<file path="src/rtl/mem_mac_engine.sv">
// mem_mac_engine: sequential multiply-accumulate engine sharing one BRAM port.
// Reads A[i] and B[i] from one block, accumulates the unsigned products into a
// 32-bit register, then writes the result back as two 16-bit words.
// Yields the memory port while `active` is high.
// Optional build macro MAC_SATURATE_EN: the accumulator clamps to 32'hFFFF_FFFF
// on overflow instead of wrapping modulo 2^32.
module mem_mac_engine #(
  parameter int         MEM_SELECT_BITS = 4,
  parameter int         VEC_LEN         = 8,
  parameter int         BLOCK           = 1,
  parameter logic [7:0] A_BASE          = 8'h00,
  parameter logic [7:0] B_BASE          = 8'h10,
  parameter logic [7:0] RES_ADDR        = 8'h20
) (
  input  logic                       clk,
  input  logic                       resetn,
  input  logic                       start,
  input  logic                       active,
  input  logic [15:0]                mem_data_out,
  output logic [MEM_SELECT_BITS-1:0] mem_select,
  output logic [7:0]                 rd_addr,
  output logic [7:0]                 wr_addr,
  output logic [15:0]                data_in,
  output logic                       rd_en,
  output logic                       wr_en,
  output logic                       bram_or_spram,
  output logic                       busy,
  output logic                       done,
  output logic [31:0]                acc_out
);

  typedef enum logic [3:0] {
    S_IDLE, S_RD_A, S_LAT_A, S_RD_B, S_LAT_B, S_MAC, S_WR_LO, S_WR_HI, S_DONE
  } state_e;

  // Index of the final element; VEC_LEN <= 128 keeps it within 8 bits.
  localparam logic [7:0] LAST_IDX = 8'(VEC_LEN - 1);

  state_e      state_q, state_d;
  logic [7:0]  idx_q, idx_d;
  logic [31:0] acc_q, acc_d;
  logic [15:0] op_a_q, op_a_d;
  logic [15:0] op_b_q, op_b_d;
  logic [31:0] mac_prod;
  logic [31:0] mac_next;

  assign mac_prod = 32'(op_a_q) * 32'(op_b_q);

`ifdef MAC_SATURATE_EN
  // A carry out of the 33-bit sum clamps to all ones; a saturated accumulator
  // stays saturated because any further non-zero addend carries again.
  logic [32:0] mac_sum;
  assign mac_sum  = {1'b0, acc_q} + {1'b0, mac_prod};
  assign mac_next = mac_sum[32] ? 32'hFFFF_FFFF : mac_sum[31:0];
`else
  // Plain modulo-2^32 accumulation.
  assign mac_next = acc_q + mac_prod;
`endif

  // Fixed memory routing and result visibility.
  assign mem_select    = MEM_SELECT_BITS'(BLOCK);
  assign bram_or_spram = 1'b0;
  assign acc_out       = acc_q;
  assign busy          = (state_q != S_IDLE) && (state_q != S_DONE);

  // State and datapath registers.
  always_ff @(posedge clk or negedge resetn) begin
    if (!resetn) begin
      state_q <= S_IDLE;
      idx_q   <= '0;
      acc_q   <= '0;
      op_a_q  <= '0;
      op_b_q  <= '0;
    end else begin
      // NOTE: non-blocking so every flop updates from pre-edge values.
      state_q <= state_d;
      idx_q   <= idx_d;
      acc_q   <= acc_d;
      op_a_q  <= op_a_d;
      op_b_q  <= op_b_d;
    end
  end

  // Next-state, datapath updates and memory strobes (strobes gated by active).
  always_comb begin
    // NOTE: every output gets a default first so no path infers a latch.
    state_d = state_q;
    idx_d   = idx_q;
    acc_d   = acc_q;
    op_a_d  = op_a_q;
    op_b_d  = op_b_q;
    rd_en   = 1'b0;
    wr_en   = 1'b0;
    rd_addr = '0;
    wr_addr = '0;
    data_in = '0;
    done    = 1'b0;

    unique case (state_q)
      S_IDLE: begin
        // Accepted even while active; the stall then happens in RD_A.
        if (start) begin
          acc_d   = '0;
          idx_d   = '0;
          state_d = S_RD_A;
        end
      end
      S_RD_A: begin
        rd_addr = A_BASE + idx_q;
        rd_en   = !active;
        if (!active) state_d = S_LAT_A;
      end
      S_LAT_A: begin
        // Data under a stall may belong to the UART side: drop it and reread.
        if (active) begin
          state_d = S_RD_A;
        end else begin
          op_a_d  = mem_data_out;
          state_d = S_RD_B;
        end
      end
      S_RD_B: begin
        rd_addr = B_BASE + idx_q;
        rd_en   = !active;
        if (!active) state_d = S_LAT_B;
      end
      S_LAT_B: begin
        if (active) begin
          state_d = S_RD_B;
        end else begin
          op_b_d  = mem_data_out;
          state_d = S_MAC;
        end
      end
      S_MAC: begin
        acc_d   = mac_next;
        idx_d   = idx_q + 8'd1;
        state_d = (idx_q == LAST_IDX) ? S_WR_LO : S_RD_A;
      end
      S_WR_LO: begin
        wr_addr = RES_ADDR;
        data_in = acc_q[15:0];
        wr_en   = !active;
        if (!active) state_d = S_WR_HI;
      end
      S_WR_HI: begin
        wr_addr = RES_ADDR + 8'd1;
        data_in = acc_q[31:16];
        wr_en   = !active;
        if (!active) state_d = S_DONE;
      end
      S_DONE: begin
        done    = 1'b1;
        state_d = S_IDLE;
      end
      default: state_d = S_IDLE;
    endcase
  end

endmodule

</file>
<file path="config.mk">
export PLATFORM = sky130hd
export DESIGN_NAME = mem_mac_engine
export DESIGN_NICKNAME = d
export VERILOG_FILES = /design/src/rtl/mem_mac_engine.sv
export SDC_FILE = /design/constraint.sdc
export NUM_CORES = 1
export LEC_CHECK = 0
export CORE_UTILIZATION = 31
export DETAILED_ROUTE_END_ITERATION = 10
export PLACE_DENSITY = 0.45
export SETUP_SLACK_MARGIN = 0.05
export SYNTH_ARGS = -nofsm -noshare
export SYNTH_HDL_FRONTEND = slang
export SYNTH_SLANG_ARGS = --single-unit
</file>
<file path="constraint.sdc">
create_clock -name clk -period 6.3 [get_ports clk]
set_clock_uncertainty 0.05 [all_clocks]
set_input_delay 1.89 -clock clk [delete_from_list [all_inputs] [get_ports clk]]
set_output_delay 1.89 -clock clk [all_outputs]
set_load 0.05 [all_outputs]
</file>
=== After elaboration in Yosys (flattened, before gate mapping) ===
Index checks and enable logic that the tools add are counted.
Widths: inputs -> output; s select.

* $add $sub $neg: 3
* $mul: 1
* Eq/ne operators: 15
* Multiplexer cells: 19
* Bitwise logic cells: 1
* Reductions and logical operators: 11

{| class="wikitable"
|+ Operators with widths
! kind !! count
|-
| $pmux 32 s2 || 1
|-
| $add 32x32->32 || 1
|-
| $mul 16x16->32 || 1
|-
| $mux 32 || 1
|-
| $pmux 16 s2 || 1
|-
| $pmux 4 s8 || 1
|-
| $pmux 8 s2 || 2
|-
| $mux 4 || 5
|-
| $eq 4x3->1 const B || 4
|-
| $pmux 6 s2 || 1
|-
| $ne 2x2->1 const B || 5
|-
| $add 5x8->8 const A || 1
|-
| $add 8x1->8 const B || 1
|-
| $eq 4x2->1 const B || 2
|-
| $eq 8x3->1 const B || 1
|-
| $mux 8 || 1
|-
| $mux 3 || 2
|-
| $reduce_and 2->1 || 3
|-
| $reduce_and 5->1 || 1
|-
| $eq 4x1->1 const B || 1
|-
| $eq 4x4->1 const B || 1
|-
| $logic_not 4->1 || 1
|-
| $ne 4x4->1 const B || 1
|-
| $reduce_bool 4->1 || 1
|-
| other kinds (7) || 10
|}

* Flip-flop bits (word level): 76
* Input bits: 20
* Output and inout bits: 73
* Logic and storage cells: 55

=== Logic depth before layout (Yosys ltp) ===
* Word-level depth: 3
* Mapped depth: 23
* Mapped depth without buffers: 21

=== Least setup slack after synthesis ===
No wires, ideal clock.

* Path type: reg2reg
* Start point: reg op_b_q[1]
* End point: reg acc_q[27], in the netlist acc_out[27]
* Library setup time: 122 ps
* Arrival: 5599 ps
* Required time: 6128 ps
* Setup slack: 529 ps
* Stages on the path, launching flop included: 20
* Buffers on the path: 1
* Period minus slack after synthesis: 5771 ps
* Path through: dfrtp_1 clkbuf_1 nand2_1 fa_1 fa_1 fa_1 fa_1 inv_1 fa_1 inv_1 fa_1 inv_1 ha_1 o21a_1 a21oi_1 o21ai_2 and4_4 o211a_1 or3_1 a32o_1

* Word-level cells in the longest chain between the ends: 3

{| class="wikitable"
|+ Ends and longest elaborated chain
! what !! RTL line !! source
|-
| from (decl) || 43 || <nowiki>logic [15:0] op_b_q, op_b_d;</nowiki>
|-
| from (signal assigned) || 80 || <nowiki>op_b_q <= op_b_d;</nowiki>
|-
| $mul 16x16->32 || 47 || <nowiki>assign mac_prod = 32'(op_a_q) * 32'(op_b_q);</nowiki>
|-
| $add 32x32->32 || 57 || <nowiki>assign mac_next = acc_q + mac_prod;</nowiki>
|-
| $pmux 32 s2 || 99 || <nowiki>unique case (state_q)</nowiki>
|-
| to (signal assigned) || 71 || <nowiki>acc_q <= '0;</nowiki>
|-
| to (signal assigned) || 78 || <nowiki>acc_q <= acc_d;</nowiki>
|-
| to (decl) || 41 || <nowiki>logic [31:0] acc_q, acc_d;</nowiki>
|}

Every way passes these cells.
A chain may end at the register's enable or synchronous reset.

=== Worst setup path in the final report ===
* Start point: reg op_a_q[3]
* End point: reg acc_q[27], in the netlist acc_out[27]

* Word-level cells in the longest chain between the ends: 3

{| class="wikitable"
|+ Ends and longest elaborated chain
! what !! RTL line !! source
|-
| from (decl) || 42 || <nowiki>logic [15:0] op_a_q, op_a_d;</nowiki>
|-
| from (signal assigned) || 79 || <nowiki>op_a_q <= op_a_d;</nowiki>
|-
| $mul 16x16->32 || 47 ||
|-
| $add 32x32->32 || 57 ||
|-
| $pmux 32 s2 || 99 ||
|}

Every way passes these cells.

==> run metrics <==
flop-to-flop setup slack=0.27 ns; total track usage=17.9%; Mapped Cells=1470; kind of cell adding the most delay to the critical path=adder cells; Slew @ Worst Pin=1.16 ns; RSZ-0062 raised after global routing=yes; IO Pins=93; HP Class=reg2reg; Nets=1876; DRC Markers=0; Reg area=1930 sq um; clk_lat worst skew=0.37 ns; fin crit share=95.7%; gpl congestion=0.829; multi-input logic area=9610 sq um; total gr overflow=0; first drt pass iteration count=5; Max Fclk=166 MHz; starting DRC count in detailed routing=425; Layout area overhead=13.5%; Synth Warn #=0; leading post-synthesis cells by cell area=fa_1, dfrtp_1, inv_1, ha_1, and2_1; crit path kind=reg2reg; Antenna Violating Nets Remaining=0; Site Rows=74; EDFF count, synth=0; Setup violations, final=0; core area=41200 sq um; clk root buf=clkbuf_16; most frequent cells in the layout=inv_1, fa_1, nand2_1; synthesized area per cell=8.90 sq um; post-layout minimum cycle time=6.03 ns; Initial Util=31.8%; Routed wire per std cell=17.6 um; status=finished clean; synthesis-stage register bit count=76; CTS Buf Count=9; Buf/Inv on CP=4; commonest non-fill, non-tap cell in the layout=inv_1; H-Tree Depth=3; most frequent CP cell=fa_1; Max Buffers Root-to-Sink=2; share of flip-flops with an asynchronous set or reset=100%; Critical Path AT=6.25 ns; first-pass GRT wire length=59400 um; Place WS=0.0753 ns; crit path max fanout=13; Slew Viols, Final=0; Die Ht=207 um; Buffers on Ports=81; initial antenna violation count=0; Max Cap Violations=0; routed vias/inst=4.63; Reg clk slew, reported paths=0.08 ns; vias in the first global route=10.1k; CTS tree=yes; largest net degree at the start of global routing=52; predominant post-synthesis flop cell=dfrtp_1; # diodes=0; leading area contributor after synthesis=fa_1; DIE AREA=43000 sq um; Slew Limit Headroom=22.6%; Die W=207 um; sequential-to-total area share from yosys stat=14.5%; clk sinks=76; fraction of layout cells with a size suffix above 1=7.50%; Final Hold Vio Count=0; worst path cell trace=and2_1 > fa_1 > inv_1 > fa_1 > inv_1 > fa_1 > fa_1 > fa_1 > inv_1 > fa_1 > inv_1 > ha_1 > nand2_1 > o21ai_1 > a31oi_1 > o31ai_1 > o211a_1 > o21ai_0 > a32o_1; cts hold-fix bufs=0; Critical Path End Type=flop; Post-DP HPWL=30600 um; Worst Path Required=6.51 ns; Max stage delay on crit path=0.58 ns; Setup WS post-layout=0.269 ns; startpoint types=flop; Cell variety after synth=55; routed via count=9569; share of the synthesized area in the top cell type=34.4%; critical path's slowest cell=dfrtp_1; # fillers=4247; Routed WL=36400 um; mapped cell area=13100 sq um; final setup TNS=0 ns
==> layer usage <==
metal | vias up | track usage [%] | part of all wire (%)
li1 | 4535 | - | -
met1 | 4867 | 25.5 | 48
met2 | 136 | 28.3 | 47
met3 | 31 | 2.30 | 2.9
met4 | 0 | 5.28 | 2.2
met5 | - | 0 | 0
==> worst paths after layout <==
check / end / startpoint / cells after the start
max: acc_out[27]$_DFFE_PN0P_ / op_a_q[3]$_DFFE_PN0P_ / 19
min: idx_q[7]$_DFFE_PN0P_ / idx_q[7]$_DFFE_PN0P_ / 1
max reg2reg: acc_out[27]$_DFFE_PN0P_ / op_a_q[3]$_DFFE_PN0P_ / 19
min reg2reg: idx_q[7]$_DFFE_PN0P_ / idx_q[7]$_DFFE_PN0P_ / 1
max in group asynchronous: acc_out[10]$_DFFE_PN0P_ / resetn / 2
min in group asynchronous: op_b_q[12]$_DFFE_PN0P_ / resetn / 1
==> sequential cells by signal, indices dropped and copies added (netlist names) <==
signal / flops
state_q: 4
acc_out: 32
op_b_q: 16
op_a_q: 16
idx_q: 8
==> final cells by class <==
class | count | share of cell area (%)
inverter | 346 | 8.74
clock buffer | 9 | 1.52
multi-input combinational | 981 | 64.7
timing repair buffer | 115 | 7.16
sequential | 76 | 13.0
clock inverter | 7 | 0.455
tap | 532 | 4.48
==> cells in the mapped netlist, drive strengths merged, types with 5 or more instances <==
master,number
inv,346
mux2,32
dfrtp,76
a21o,24
and2,120
o22ai,7
nand2,192
nand4,11
xnor2,15
ha,102
buf,16
nand3,6
fa,225
clkbuf,60
nor2,48
and3,13
o21ai,41
a21oi,31
mux2i,22
nor3,10
and4,6
o31ai,5
xor2,14
==> logic make-up (layout without fill, tap and decap cells) <==
family,count (synthesis),in the layout,share of synthesized area [%]
and+or+nand+nor,420,420,15.6
buffers and inverters,422,477,12.4
other,2,11,0.0574
AOI/OAI and AO/OA,140,140,6.85
adders and majority gates,327,327,44.2
xor gates and xnor gates,29,29,1.94
DFF,76,76,14.5
muxes,54,54,4.44
==> through the flow <==
stage	hold slack [ns]	util (%)	instance area [sq um]	instances
6_report	0.493	36.1	14900	2066
5_1_grt	0.520	36.1	14900	2066
4_1_cts	0.488	36.0	14800	2066
3_5_place_dp	0.475	35.3	14500	2050
3_3_place_gp	0.472	35.3	14500	2050
2_1_floorplan	0.430	-	13100	1479
==> what timing repair did <==
| item | 4_1_cts | 5_1_grt |
|---|---|---|
| endpoints found under the hold margin | 0 | 0 |
| buffers inserted | 0 | 0 |
| gates resized for setup | 0 | 25 |
| endpoints found under the setup margin | 0 | 15 |
Power is not shown: default switching activity piles up to over one toggle a cycle in this logic, so the estimate is an artifact.
